## config.mk

```make
export PLATFORM = sky130hd
export DESIGN_NAME = bram_flex_stream_writer
export DESIGN_NICKNAME = d
export VERILOG_FILES = /design/src/rtl/bram_flex_stream_writer.sv
export SDC_FILE = /design/constraint.sdc
export NUM_CORES = 1
export LEC_CHECK = 0
export ABC_AREA = 0
export CORE_UTILIZATION = 35
export CTS_CLUSTER_DIAMETER = 120
export DETAILED_ROUTE_END_ITERATION = 12
export DONT_BUFFER_PORTS = 1
export GPL_TIMING_DRIVEN = 0
export PLACE_DENSITY_LB_ADDON = 0.15
export REMOVE_ABC_BUFFERS = 1
export SLEW_MARGIN = 20
export SYNTH_ARGS = -nofsm -noshare
export SYNTH_HDL_FRONTEND = slang
export SYNTH_SLANG_ARGS = --single-unit
```

## constraint.sdc

```tcl
create_clock -name clk -period 2.5 [get_ports clk]
set_input_delay 0.25 -clock clk [delete_from_list [all_inputs] [get_ports clk]]
set_output_delay 0.25 -clock clk [all_outputs]
set_load 0.03 [all_outputs]
```

## src/rtl/bram_flex_stream_writer.sv

```systemverilog
// bram_flex_stream_writer: stream or fill write sequencer over a wrapping BRAM address window
module bram_flex_stream_writer #(
  parameter int DEPTH = 5130,
  parameter int BITS_D = 20,
  parameter int FILL_VALUE = 10,
  localparam int BITS_A = $clog2(DEPTH)
) (
  input  logic              clk,
  input  logic              rstn,
  input  logic              start_i,
  input  logic              fill_i,
  input  logic [BITS_A-1:0] start_addr_i,
  input  logic [BITS_A:0]   length_i,
  input  logic              s_valid_i,
  input  logic [BITS_D-1:0] s_data_i,
  output logic              s_ready_o,
  output logic [BITS_A-1:0] mem_addr_o,
  output logic              mem_wen_o,
  output logic [BITS_D-1:0] mem_wdata_o,
  output logic              busy_o,
  output logic              done_o,
  output logic              err_o
);
  localparam logic [BITS_A-1:0] LAST_A = BITS_A'(DEPTH - 1);
  localparam logic [BITS_A:0] DEPTH_L = (BITS_A + 1)'(DEPTH);
  typedef enum logic [1:0] {IDLE, STREAM, FILL, DONE} state_t;
  state_t state_q;
  logic [BITS_A-1:0] addr_q;
  logic [BITS_A:0] rem_q;
  logic [BITS_A-1:0] addr_d;
  logic hs, last, wr;
  assign addr_d = (addr_q == LAST_A) ? '0 : addr_q + 1'b1;
  assign hs = s_valid_i && s_ready_o;
  assign last = rem_q == (BITS_A + 1)'(1);
  assign wr = (state_q == STREAM && hs) || state_q == FILL;
  // Command FSM; every output is registered and the strobes default low each cycle
  always_ff @(posedge clk) begin
    if (!rstn) begin
      state_q <= IDLE;
      addr_q <= '0;
      rem_q <= '0;
      s_ready_o <= 1'b0;
      mem_addr_o <= '0;
      mem_wen_o <= 1'b0;
      mem_wdata_o <= '0;
      busy_o <= 1'b0;
      done_o <= 1'b0;
      err_o <= 1'b0;
    end else begin
      mem_wen_o <= 1'b0;
      done_o <= 1'b0;
      err_o <= 1'b0;
      case (state_q)
        IDLE: if (start_i) begin
          addr_q <= start_addr_i;
          rem_q <= length_i;
          if ({1'b0, start_addr_i} >= DEPTH_L || length_i > DEPTH_L) err_o <= 1'b1;
          else if (length_i == '0) begin
            state_q <= DONE;
            done_o <= 1'b1;
          end else begin
            state_q <= fill_i ? FILL : STREAM;
            s_ready_o <= !fill_i;
            busy_o <= 1'b1;
          end
        end
        STREAM, FILL: if (wr) begin
          mem_wen_o <= 1'b1;
          mem_addr_o <= addr_q;
          mem_wdata_o <= (state_q == FILL) ? BITS_D'(FILL_VALUE) : s_data_i;
          addr_q <= addr_d;
          rem_q <= rem_q - 1'b1;
          if (last) begin
            state_q <= DONE;
            s_ready_o <= 1'b0;
            busy_o <= 1'b0;
            done_o <= 1'b1;
          end
        end
        DONE: state_q <= IDLE;
      endcase
    end
  end
endmodule
```

# [Yosys cells after proc, flatten, opt, wreduce, memory -nomap -nowiden]
# Index checks and enable logic that the tools add are counted.
[totals] output_inout_bits=38 word_cells=72 in_bits=52 register_bits=67
[classes] n_reduce_logical=15 n_eq_ne=10 n_lt_le_gt_ge=2 muxes=33 n_addsub=2
[ops] operator="$mux W13" count=3
[ops] operator="$mux W14" count=2
[ops] operator="$pmux W14 S2" count=1
[ops] operator="$pmux W13 S2" count=1
[ops] operator="$mux W20" count=1
[ops] operator="$mux W1" count=15
[ops] operator="$eq A14 B1 Y1 const B" count=1
[ops] operator="$gt A14 B13 Y1 const B" count=1
[ops] operator="$logic_not A14 Y1" count=1
[ops] operator="$sub A14 B1 Y14 const B" count=1
[ops] operator="$add A13 B1 Y13 const B" count=1
[ops] operator="$eq A13 B13 Y1 const B" count=1
[ops] operator="$ge A13 B13 Y1 const B" count=1
[ops] operator="$mux W2" count=6
[ops] operator="$ne A2 B2 Y1 const B" count=5
[ops] operator="$pmux W1 S2" count=3
[ops] operator="$pmux W2 S3" count=1
[ops] operator="$reduce_and A3 Y1" count=2
[ops] operator="$reduce_and A6 Y1" count=1
[ops] operator="$eq A2 B2 Y1 const B" count=2
[ops] operator="$reduce_and A2 Y1" count=2
[ops] operator="$reduce_and A4 Y1" count=1
[ops] operator="$eq A2 B1 Y1 const B" count=1
[ops] operator="$logic_and A1 B1 Y1" count=2
[ops] operator="5 further kinds" count=6

# [Depth between registers and ports, before layout]
[depth] depth_word=5 mapped_depth=10 depth_no_buf=7

# [Worst setup path before layout]
# No wires, ideal clock.
[synth_path] path_type="register to register" start="register state_q[0]" end="register addr_q[11]" arrival_time_ns=2.006 path_buffers=2 period_less_slack_ns=2.081 slack_ns=0.419 required_ns=2.425 path_stages_with_launch=10 setup_ns=0.075 cell_sequence="dfxtp_1 > inv_1 > ha_1 > clkbuf_1 > inv_1 > a41o_1 > clkbuf_1 > nand2b_1 > o32a_1 > o22ai_1"
[synth_via] elab_chain_len=5 elab_cells_between_ends=11 cone_classes="eq/ne (4); mux (1); reduce/logical (6)"
[synth_rtl] element="start: declaration" line_no="27" text="state_t state_q;"
[synth_rtl] element="start signal: assignment" line_no="62" text="state_q <= fill_i ? FILL : STREAM;"
[synth_rtl] element="$eq A2 B1 Y1" line_no="35, 53"
[synth_rtl] element="$logic_and A1 B1 Y1" line_no="35" text="assign wr = (state_q == STREAM && hs) || state_q == FILL;"
[synth_rtl] element="$logic_or A1 B1 Y1" line_no="35"
[synth_rtl] element="$ne A2 B2 Y1 (no line)"
[synth_rtl] element="$reduce_and A3 Y1 (no line)"
[synth_rtl] element="end signal: assignment" line_no="55" text="addr_q <= start_addr_i;"
[synth_rtl] element="end signal: assignment" line_no="71" text="addr_q <= addr_d;"
[synth_rtl] element="end: declaration" line_no="28" text="logic [BITS_A-1:0] addr_q;"
# Several ways; a longest one is shown, not always the timed one.
# A chain may end at the register's enable or synchronous reset.

# [Worst setup path in the final report]
# Same ends and word-level chain as after synthesis.

==> results.md <==
| Metric | Value |
| --- | --- |
| Most common cell in the synthesized netlist | nand2_1 |
| Placed cells | 550 |
| Clock insertion delay at the later pin of the skew report | 350 ps |
| Count of final hold-check violations | 0 |
| Required time of the critical path | 2760 ps |
| Root Buffer | clkbuf_8 |
| Fraction of layout instances using a drive strength above 1 | 0.106 |
| Shortest clock period the worst path allows after layout | 2280 ps |
| CP max-delay cell | ha_4 |
| Cell leakage power | 1.25 nW |
| Outcome | finished clean |
| Number of sinks handled by clock tree synthesis | 67 |
| Post-placement setup slack | -868 ps |
| Crit path capture type | flop |
| Family of cells with the greatest summed delay on the critical path | compound AO/OA/AOI/OAI gates |
| Cell area after synthesis | 0.00350 mm2 |
| Register-to-Register Path Depth | 7 |
| Vias per std cell | 5.71 |
| Crit path buffers/inverters | 2 |
| Fraction of synthesis flops using an asynchronous set or reset pin | 0 |
| Core footprint | 0.00973 mm2 |
| Count of TritonRoute iterations in the first routing pass | 4 |
| Clock tree from TritonCTS | done |
| Vert. Die Dim | 102 um |
| IR drop worst, VDD | 0.000507 V |
| Number of buffers added to fix hold violations after cts | 0 |
| Residual DRC count | 0 |
| Hold WC Path Type | primary input to flop |
| Hold Crit Endpoint | rem_q[3] |
| Number of buffers inserted during clock tree synthesis | 9 |
| Slew Limit Headroom | 0.405 |
| Min Hold Slack | 39.2 ps |
| Die Footprint | 0.0104 mm2 |
| Number of antenna violations at the first check in global routing | 0 |
| Io pins | 90 |
| Critical path cell sequence | inv_1, ha_4, clkinvlp_4, a41o_2, nand2b_1, o32a_1, o22ai_1 |
| Final cycle utilization of the critical path | 0.910 |
| Cell types with the largest area share after synthesis | dfxtp_1, a21oi_1, nand2_1 |
| Largest net degree at the start of global routing | 63 |
| Clock input transition at the sequential cells of the worst setup and hold paths | 80 ps |
| Site Rows | 36 |
| Multi-input gate area | 0.00204 mm2 |
| Setup_tns | 0 ps |
| Kind of start point of the critical path | flop |
| Gr ovfl total | 0 |
| Area used by sequential logic in the layout | 0.00134 mm2 |
| DP Wirelength | 6350 um |
| Final core utilization | 0.400 |
| Origin of the worst min-delay path | rstn |
| Width of the chip | 102 um |
| 1st-iter DRT viols | 171 |
| Critical path's largest stage delay | 470 ps |
| Per-cell routed wire length | 17.4 um |
| Total Routed Length | 10000 um |
| Largest clock skew in the final design | 11.2 ps |
| Number of nets in the layout | 498 |
| Commonest cells in the synthesized netlist | nand2_1, dfxtp_1, a21oi_1 |
| Average size of a mapped cell | 7.77 um2 |
| CP arrival | 2530 ps |
| Achievable Freq | 440 MHz |
| Area leader, netlist | dfxtp_1 |
| Slew of the pin with the lowest slew margin | 892 ps |
| Levels on crit path | 7 |
| Filler cells | 1036 |
| Number of max-cap violations | 0 |
| Number of flops mapped to enable cells by yosys | 0 |
| RePlAce Congestion | 0.812 |
| Reg-to-reg endpoint | addr_q[11] |
| Growth of design area from synthesis to finish | 11.4% |
| Final setup violation count | 0 |
| Unrepaired setup endpoints after global routing | false |
| Count of input and output buffers | 0 |
| First-pass GRT wire length | 15400 um |
| Leading register cell type out of synthesis | dfxtp_1 |
| Register bit count reported by yosys | 67 |
| Worst r2r src | state_q[0] |
| Count of non-filler cells in the finished layout | 576 |
| Sequential share of the synthesized area | 0.384 |
| Category of the most critical setup path | flop to flop |
| Critical-path maximum fanout | 20 |
| Inserted Diodes | 0 |
| Largest buffer count on any clock path | 2 |
| Via count of the first global-routing pass | 2984 |
| Number of H-tree levels | 3 |
| Aggregate global-route resource usage | 0.191 |
| Vias after detailed routing | 3289 |
| Synthesized instance count | 450 |
| Worst Hold Depth | 2 |
| Total number of yosys warnings | 0 |
| Worst reg2reg setup slack | 220 ps |
| Area fraction of the dominant cell type after synthesis | 0.384 |
| Remaining antenna violation count after routing | 0 |
| Number of max-slew violations in the final report | 0 |
| Starting density of the core | 0.359 |
| Number of distinct library cells after synthesis | 57 |
| Pwr per Cell Area | 1240 mW/mm2 |
| Final Worst Setup Slack | 225 ps |
==> worst register-to-register path, stage by stage, from the launching register on <==
cell,delay (ps)
dfxtp_1,380
inv_1,100
ha_4,470
clkinvlp_4,210
a41o_2,380
nand2b_1,220
o32a_1,310
o22ai_1,120
==> metrics by stage <==
step	power [mW]	cell area, um2
after floorplan	3.04	3350
after global placement	3.51	3520
after detailed placement	3.60	3560
after CTS	4.79	3870
after global routing	5.18	3890
final	4.82	3890
==> power breakdown <==
group | internal (mW) | switching, mW
sequential | 1.30 | 0.370
clock | 0.488 | 0.449
combinational | 0.892 | 1.32
total | 2.68 | 2.14
==> layout make-up <==
type	count	area share
timing repair buffer	9	0.0244
multi-input combinational	339	0.523
clock buffer	10	0.0353
clock inverter	6	0.0164
sequential	67	0.344
inverter	11	0.0119
tap	133	0.0427
timing repair inverter	1	0.00193
==> worst max path at each step <==
stage	from	endpoint
floorplan	state_q[0]	mem_wdata_o[0]
global placement	state_q[0]	mem_wdata_o[12]
detailed placement	state_q[0]	addr_q[11]
CTS	state_q[0]	addr_q[7]
global route	state_q[1]	rem_q[1]
finish	state_q[0]	addr_q[11]
==> per-layer routing <==
layer  vias up  wire length (um)  track usage
met1      1561              4600        0.247
met2        92              4720        0.305
met3        11               608       0.0568
met4         0               123       0.0615
li1       1625                 -            -
met5         -                 0            0
==> registers in the layout, summed over array words and instances (netlist names) <==
signal,cells
state_q,2
addr_q,13
s_ready_o,1
busy_o,1
done_o,1
mem_wen_o,1
rem_q,14
mem_wdata_o,20
mem_addr_o,13
err_o,1
==> cells by family after synthesis <==
family | count (synthesis) | share of synthesized area
buffers and inverters | 45 | 0.0526
AO/OA/AOI/OAI | 147 | 0.271
flip-flops | 67 | 0.384
AND/OR/NAND/NOR | 183 | 0.264
adder cells (fa/ha/maj) | 8 | 0.0286
==> cells in the final DEF (no fill, tap or decap), drive strengths merged, types with 9 or more instances in the layout <==
cell type / instances
nor4: 9
nor3: 16
a211oi: 10
buf: 9
a21oi: 54
a31oi: 10
clkbuf: 10
nand2: 69
dfxtp: 67
nand3b: 20
o21ai: 23
nand3: 10
inv: 10
nor2: 32
==> what timing repair did <==
item	CTS	global route
gates resized for setup	5	4
pin swaps	3	1
setup endpoints to repair	63	56
cloned	1	1
buffers inserted	8	0
(Power assumes the default switching activity.)
